## src/rtl/seven_segment_scanner_pkg.sv

```systemverilog
// seven_segment_scanner_pkg: glyph table, blank glyph and active-low helper
package seven_segment_scanner_pkg;
  localparam logic [6:0] BLANK_GLYPH = 7'h00;
  localparam logic [15:0][6:0] GLYPHS = {
    7'h71, 7'h79, 7'h5E, 7'h39, 7'h7C, 7'h77, 7'h6F, 7'h7F,
    7'h07, 7'h7D, 7'h6D, 7'h66, 7'h4F, 7'h5B, 7'h06, 7'h3F
  };
  function automatic logic [6:0] active_low(input logic [6:0] p);
    return ~p;
  endfunction
endpackage

```

## src/rtl/seven_segment_scanner_segment_glyph_decoder.sv

```systemverilog
// segment_glyph_decoder: nibble to active-low segment pattern, hex letters optional
module segment_glyph_decoder
  import seven_segment_scanner_pkg::*;
(
  input  logic [3:0] nibble,
  input  logic       hex_mode,
  input  logic       blank,
  output logic [6:0] seg_n
);
  assign seg_n = active_low((blank || (!hex_mode && nibble > 4'd9)) ? BLANK_GLYPH : GLYPHS[nibble]);
endmodule

```

## src/rtl/seven_segment_scanner.sv

```systemverilog
// seven_segment_scanner: multiplexed common-anode driver with frame-synchronous updates
module seven_segment_scanner
  import seven_segment_scanner_pkg::*;
#(
  parameter int NUM_DIGITS   = 4,
  parameter int SCAN_DIV     = 1000,
  parameter int BLANK_CYCLES = 16,
  parameter int HEX_MODE     = 0
) (
  input  logic                    clk,
  input  logic                    reset,
  input  logic                    load,
  input  logic [4*NUM_DIGITS-1:0] value,
  input  logic [NUM_DIGITS-1:0]   dp_in,
  input  logic                    blank_leading,
  output logic [6:0]              segments,
  output logic                    dp_n,
  output logic [NUM_DIGITS-1:0]   digit_en_n,
  output logic                    frame_done
);
  localparam int PW  = $clog2(SCAN_DIV);
  localparam int IW  = NUM_DIGITS > 1 ? $clog2(NUM_DIGITS) : 1;
  localparam int VIS = SCAN_DIV - BLANK_CYCLES;
  logic [PW-1:0]           pre;
  logic [IW-1:0]           idx;
  logic [4*NUM_DIGITS-1:0] sh_value, act_value;
  logic [NUM_DIGITS-1:0]   sh_dp, act_dp, lz;
  logic                    sh_bl, act_bl, pending;
  logic                    slot_wrap, frame_wrap, visible, suppress, z;
  logic [3:0]              nib;
  logic [6:0]              glyph_n;
  always_comb begin
    slot_wrap  = pre == PW'(SCAN_DIV - 1);
    frame_wrap = slot_wrap && idx == IW'(NUM_DIGITS - 1);
    visible    = 32'(pre) < VIS;
    nib        = 4'(act_value >> {idx, 2'b00});
    z          = 1'b1;
    lz         = '0;
    // lz[i] is set when digit i and every digit above it are zero
    for (int i = NUM_DIGITS - 1; i >= 0; i--) begin
      z     = z && act_value[4*i +: 4] == 4'd0;
      lz[i] = z;
    end
    suppress = act_bl && idx != '0 && lz[idx];
  end
  segment_glyph_decoder u_glyph (
    .nibble  (nib),
    .hex_mode(HEX_MODE != 0),
    .blank   (suppress),
    .seg_n   (glyph_n)
  );
  always_ff @(posedge clk) begin
    if (reset) begin
      pre        <= '0;
      idx        <= '0;
      pending    <= 1'b0;
      sh_value   <= '0;
      sh_dp      <= '0;
      sh_bl      <= 1'b0;
      act_value  <= '0;
      act_dp     <= '0;
      act_bl     <= 1'b0;
      segments   <= 7'h7F;
      dp_n       <= 1'b1;
      digit_en_n <= '1;
      frame_done <= 1'b0;
    end else begin
      pre <= slot_wrap ? '0 : pre + 1'b1;
      if (slot_wrap) idx <= frame_wrap ? '0 : idx + 1'b1;
      // a load landing on the wrap bypasses the shadow so it shows this frame
      if (load && frame_wrap) begin
        act_value <= value;
        act_dp    <= dp_in;
        act_bl    <= blank_leading;
        pending   <= 1'b0;
      end else if (load) begin
        sh_value <= value;
        sh_dp    <= dp_in;
        sh_bl    <= blank_leading;
        pending  <= 1'b1;
      end else if (frame_wrap && pending) begin
        act_value <= sh_value;
        act_dp    <= sh_dp;
        act_bl    <= sh_bl;
        pending   <= 1'b0;
      end
      frame_done <= frame_wrap;
      segments   <= visible ? glyph_n : 7'h7F;
      dp_n       <= !(visible && act_dp[idx]);
      digit_en_n <= visible ? ~(NUM_DIGITS'(1) << idx) : '1;
    end
  end
endmodule
```

## config.mk

```make
export PLATFORM = sky130hd
export DESIGN_NAME = seven_segment_scanner
export DESIGN_NICKNAME = d
export VERILOG_FILES = /design/src/rtl/seven_segment_scanner_pkg.sv /design/src/rtl/seven_segment_scanner_segment_glyph_decoder.sv /design/src/rtl/seven_segment_scanner.sv
export SDC_FILE = /design/constraint.sdc
export NUM_CORES = 1
export LEC_CHECK = 0
export BUFFER_PORTS_ARGS = -buffer_cell sky130_fd_sc_hd__buf_2
export CAP_MARGIN = 20
export CORE_MARGIN = 1.5
export CORE_UTILIZATION = 40
export DETAILED_ROUTE_END_ITERATION = 16
export GPL_ROUTABILITY_DRIVEN = 0
export PLACE_DENSITY_LB_ADDON = 0.3
export REMOVE_ABC_BUFFERS = 1
export SYNTH_ARGS = -nofsm -noshare
export SYNTH_HDL_FRONTEND = slang
export SYNTH_HIERARCHICAL = 1
export SYNTH_SLANG_ARGS = --single-unit
```

## constraint.sdc

```tcl
create_clock -name clk -period 3.2 [get_ports clk]
set_clock_uncertainty 0.05 [all_clocks]
set_input_delay 0.16 -clock clk [delete_from_list [all_inputs] [get_ports clk]]
set_output_delay 0.16 -clock clk [all_outputs]
set_load 0.005 [all_outputs]
```

==> reports/metrics.yaml <==
run_status:
  status: "complete, no violations"
setup_path:
  required_ns: 3.34
  path_delay_family: "multiplexers"
  rr_startpoint: "idx[0]"
  cp.arrival_ns: 2.72
  regToRegSetupSlack_ns: 0.62
  endpoint_kind: "flip-flop"
  path_cells: "mux4_2, inv_1, ha_1, o21bai_2, a31oi_4, o311ai_1, nand2b_1"
  rr_worst_depth: 7
  max_stage_delay_ns: 0.64
  critPathMaxFanout: 11
  crit_type: "flip-flop to flip-flop"
  slowest_stage: "mux4_2"
  start_kind: "flip-flop"
  path_buf_inv: 1
  timing.rr.end: "segments[5]"
placed_design:
  io_buffers: 36
  hpwlAfterDp_um: 4190
final_layout:
  layout_commonest_cell: "nor2_1"
  nets: 400
  final_cell_mix: "nor2_1, dfxtp_1, buf_2"
  diodes: 0
  drive_above_1_share: 0.231
  area_growth_syn_to_layout_pct: 11.9
min_path:
  hold_depth: 3
  hold_path_startpoint: "value[8]"
  hp-class: "input port to flip-flop"
  min_to: "sh_value[8]"
sta:
  finalSetupTns_ns: 0
  finalCritPeriodShare: 0.806
  rsz0062_at_grt: "false"
  post-route-min-period_ns: 2.58
  hold_viol: 0
  max_freq_mhz: 388
  drv_slew: 0
  setup_violations: 0
  tightest_slew_ns: 0.880
  slew_headroom: 0.413
grt:
  grt_pass1_vias: 2268
  grt_max_degree: 32
  antenna_found_initial: 0
  grt_overflow: 0
  grt_pass1_wl_um: 10700
  grt_use_total: 0.162
synthesis:
  synthAdderAreaFrac: 0.0435
  synthMuxAreaShare: 0.112
  ys_seq_elements: 68
  syn-cell-area_sq_um: 3160
  syn_inst: 336
  synth_top_family_by_area: "simple AND/OR/NAND/NOR gates"
  synth_simple_gate_area_frac: 0.216
  synthXorXnorAreaFrac: 0.0222
  yosysSeqAreaShare: 0.430
  yosys_warnings: 6
  yosysUniqueCellTypes: 44
  synth_edf_count: 0
  async_reset_ff_frac: 0
  synth.avg_cell_area_sq_um: 9.41
  ys.flop_type: "dfxtp_1"
  synth_compound_area_frac: 0.129
clock_tree:
  cts_inserted_buffers: 9
  cts_tree: "done"
  cts_buffer_depth: 2
  clk_pin_slew_ns: 0.07
  clock_latency_ns: 0.33
  cts_resized: 0
  htreeDepth: 3
  cts_setup_buffers: 0
  hold_buffers: 0
  clock_sinks: 68
  cts-root-buf: "clkbuf_8"
drt:
  wire_per_inst_um: 13.0
  via_per_inst: 4.96
  routed_wl_um: 6110
  dr_total_vias: 2333
  drc: 0
  dr.first_iter.drc_count: 109
  final_antenna_net_count: 0
  drt_first_pass_iters: 4
pwr:
  cell_internal_pwr_mw: 1.21
  leakage_nw: 1.42
  power_frac_comb: 0.066
  pwr_density_cell_nw_per_um2: 447
  switching_share: 0.237
  p_sw_uw: 376
  power_mw: 1.58
  clkPwrFrac: 0.377
  seqPwrFrac: 0.557
  peakVddDrop_uv: 262
floorplanning:
  die_area_sq_um: 8450
  ios: 37
  die_h_um: 91.9
  fp.coreArea_sq_um: 7690
  num_rows: 32
  initial_core_util: 0.411
  die_width_um: 91.9
job:
  drv_cap: 0
flip-flops by register name, summed over array words and instances (netlist names):
signal / count
act_value: 16
sh_value: 16
pre: 10
segments: 7
act_dp: 4
digit_en_n: 4
sh_dp: 4
idx: 2
act_bl: 1
dp_n: 1
frame_done: 1
pending: 1
sh_bl: 1
area by class of cell:
class                   instances  area (sq um)
repair buffers                 38           195
well taps                     102           128
multi-input cells             239          1660
clock inverters                 2          12.5
flip-flops and latches         68          1360
fillers                       764          4150
clock buffers                  12           145
inverters                       9          33.8
worst register-to-register path, cell delays in order, from the launching register on:
cell	delay, ns
dfxtp_1	0.63
mux4_2	0.65
inv_1	0.14
ha_1	0.28
o21bai_2	0.12
a31oi_4	0.29
o311ai_1	0.15
nand2b_1	0.15
routing by layer:
layer | up-vias | track usage | share of wire
li1 | 1201 | - | -
met1 | 1088 | 0.197 | 0.49
met2 | 38 | 0.271 | 0.46
met3 | 6 | 0.0357 | 0.036
met4 | 0 | 0.0731 | 0.015
met5 | - | 0 | 0
worst max path at each step:
stage                     startpoint     endpoint  slack [ns]  depth (start not counted)
after floorplan               pre[0]        sh_bl        0.17                          5
after global placement        idx[0]  segments[0]        0.73                          7
after detailed placement      idx[0]  segments[3]        0.59                          7
after CTS                     idx[0]  segments[3]        0.58                          7
after global routing          idx[0]  segments[0]        0.43                          7
final                         idx[0]  segments[5]        0.62                          7
cell families (layout without fill, tap and decap cells):
group | count (synthesis) | after routing
multiplexers | 29 | 29
flip-flops | 68 | 68
AO/OA/AOI/OAI | 39 | 39
buffers and inverters | 29 | 61
XOR/XNOR | 8 | 8
adder cells (fa/ha/maj) | 11 | 11
other | 1 | 1
AND/OR/NAND/NOR | 151 | 151
Yosys cell counts, drive strengths merged (2+ instances only):
| master | n | area share |
|---|---|---|
| clkbuf | 12 | 0.014 |
| o211ai | 3 | 0.0071 |
| mux2 | 2 | 0.0071 |
| and4 | 2 | 0.0055 |
| mux4 | 5 | 0.036 |
| nor4 | 4 | 0.0079 |
| a21oi | 4 | 0.0063 |
| inv | 9 | 0.011 |
| ha | 11 | 0.044 |
| dfxtp | 68 | 0.43 |
| a31oi | 2 | 0.0087 |
| xor2 | 2 | 0.0055 |
| nor2b | 2 | 0.0040 |
| buf | 8 | 0.021 |
| nor2 | 79 | 0.095 |
| nand2 | 34 | 0.040 |
| nand2b | 11 | 0.022 |
| xnor2 | 6 | 0.017 |
| nor3 | 3 | 0.0047 |
| o311ai | 4 | 0.013 |
| mux2i | 22 | 0.070 |
| nand3b | 3 | 0.0071 |
| nand3 | 6 | 0.0095 |
| o31ai | 21 | 0.080 |
power groups by stage:
| stage | sequential, mW | combinational, mW | clock [mW] |
|---|---|---|---|
| 5_1_grt | 0.884 | 0.118 | 0.656 |
| 2_1_floorplan | 0.899 | 0.0642 | 0 |
| 4_1_cts | 0.882 | 0.107 | 0.615 |
| 3_3_place_gp | 0.900 | 0.105 | 0 |
| 3_5_place_dp | 0.901 | 0.106 | 0 |
| 6_report | 0.882 | 0.104 | 0.598 |
stage by stage:
stage               worst slack, ns   util  hold WS, ns  cell area [sq um]  cells
floorplan                     0.175      -        0.179               3050    316
global placement              0.728  0.440        0.364               3380    456
detailed placement            0.588  0.440        0.366               3380    456
CTS                           0.585  0.460       0.0157               3540    470
global route                  0.425  0.460       0.0281               3540    470
finish                        0.622  0.460       0.0255               3540    470
Note: power is estimated with default switching activity, not from simulation.
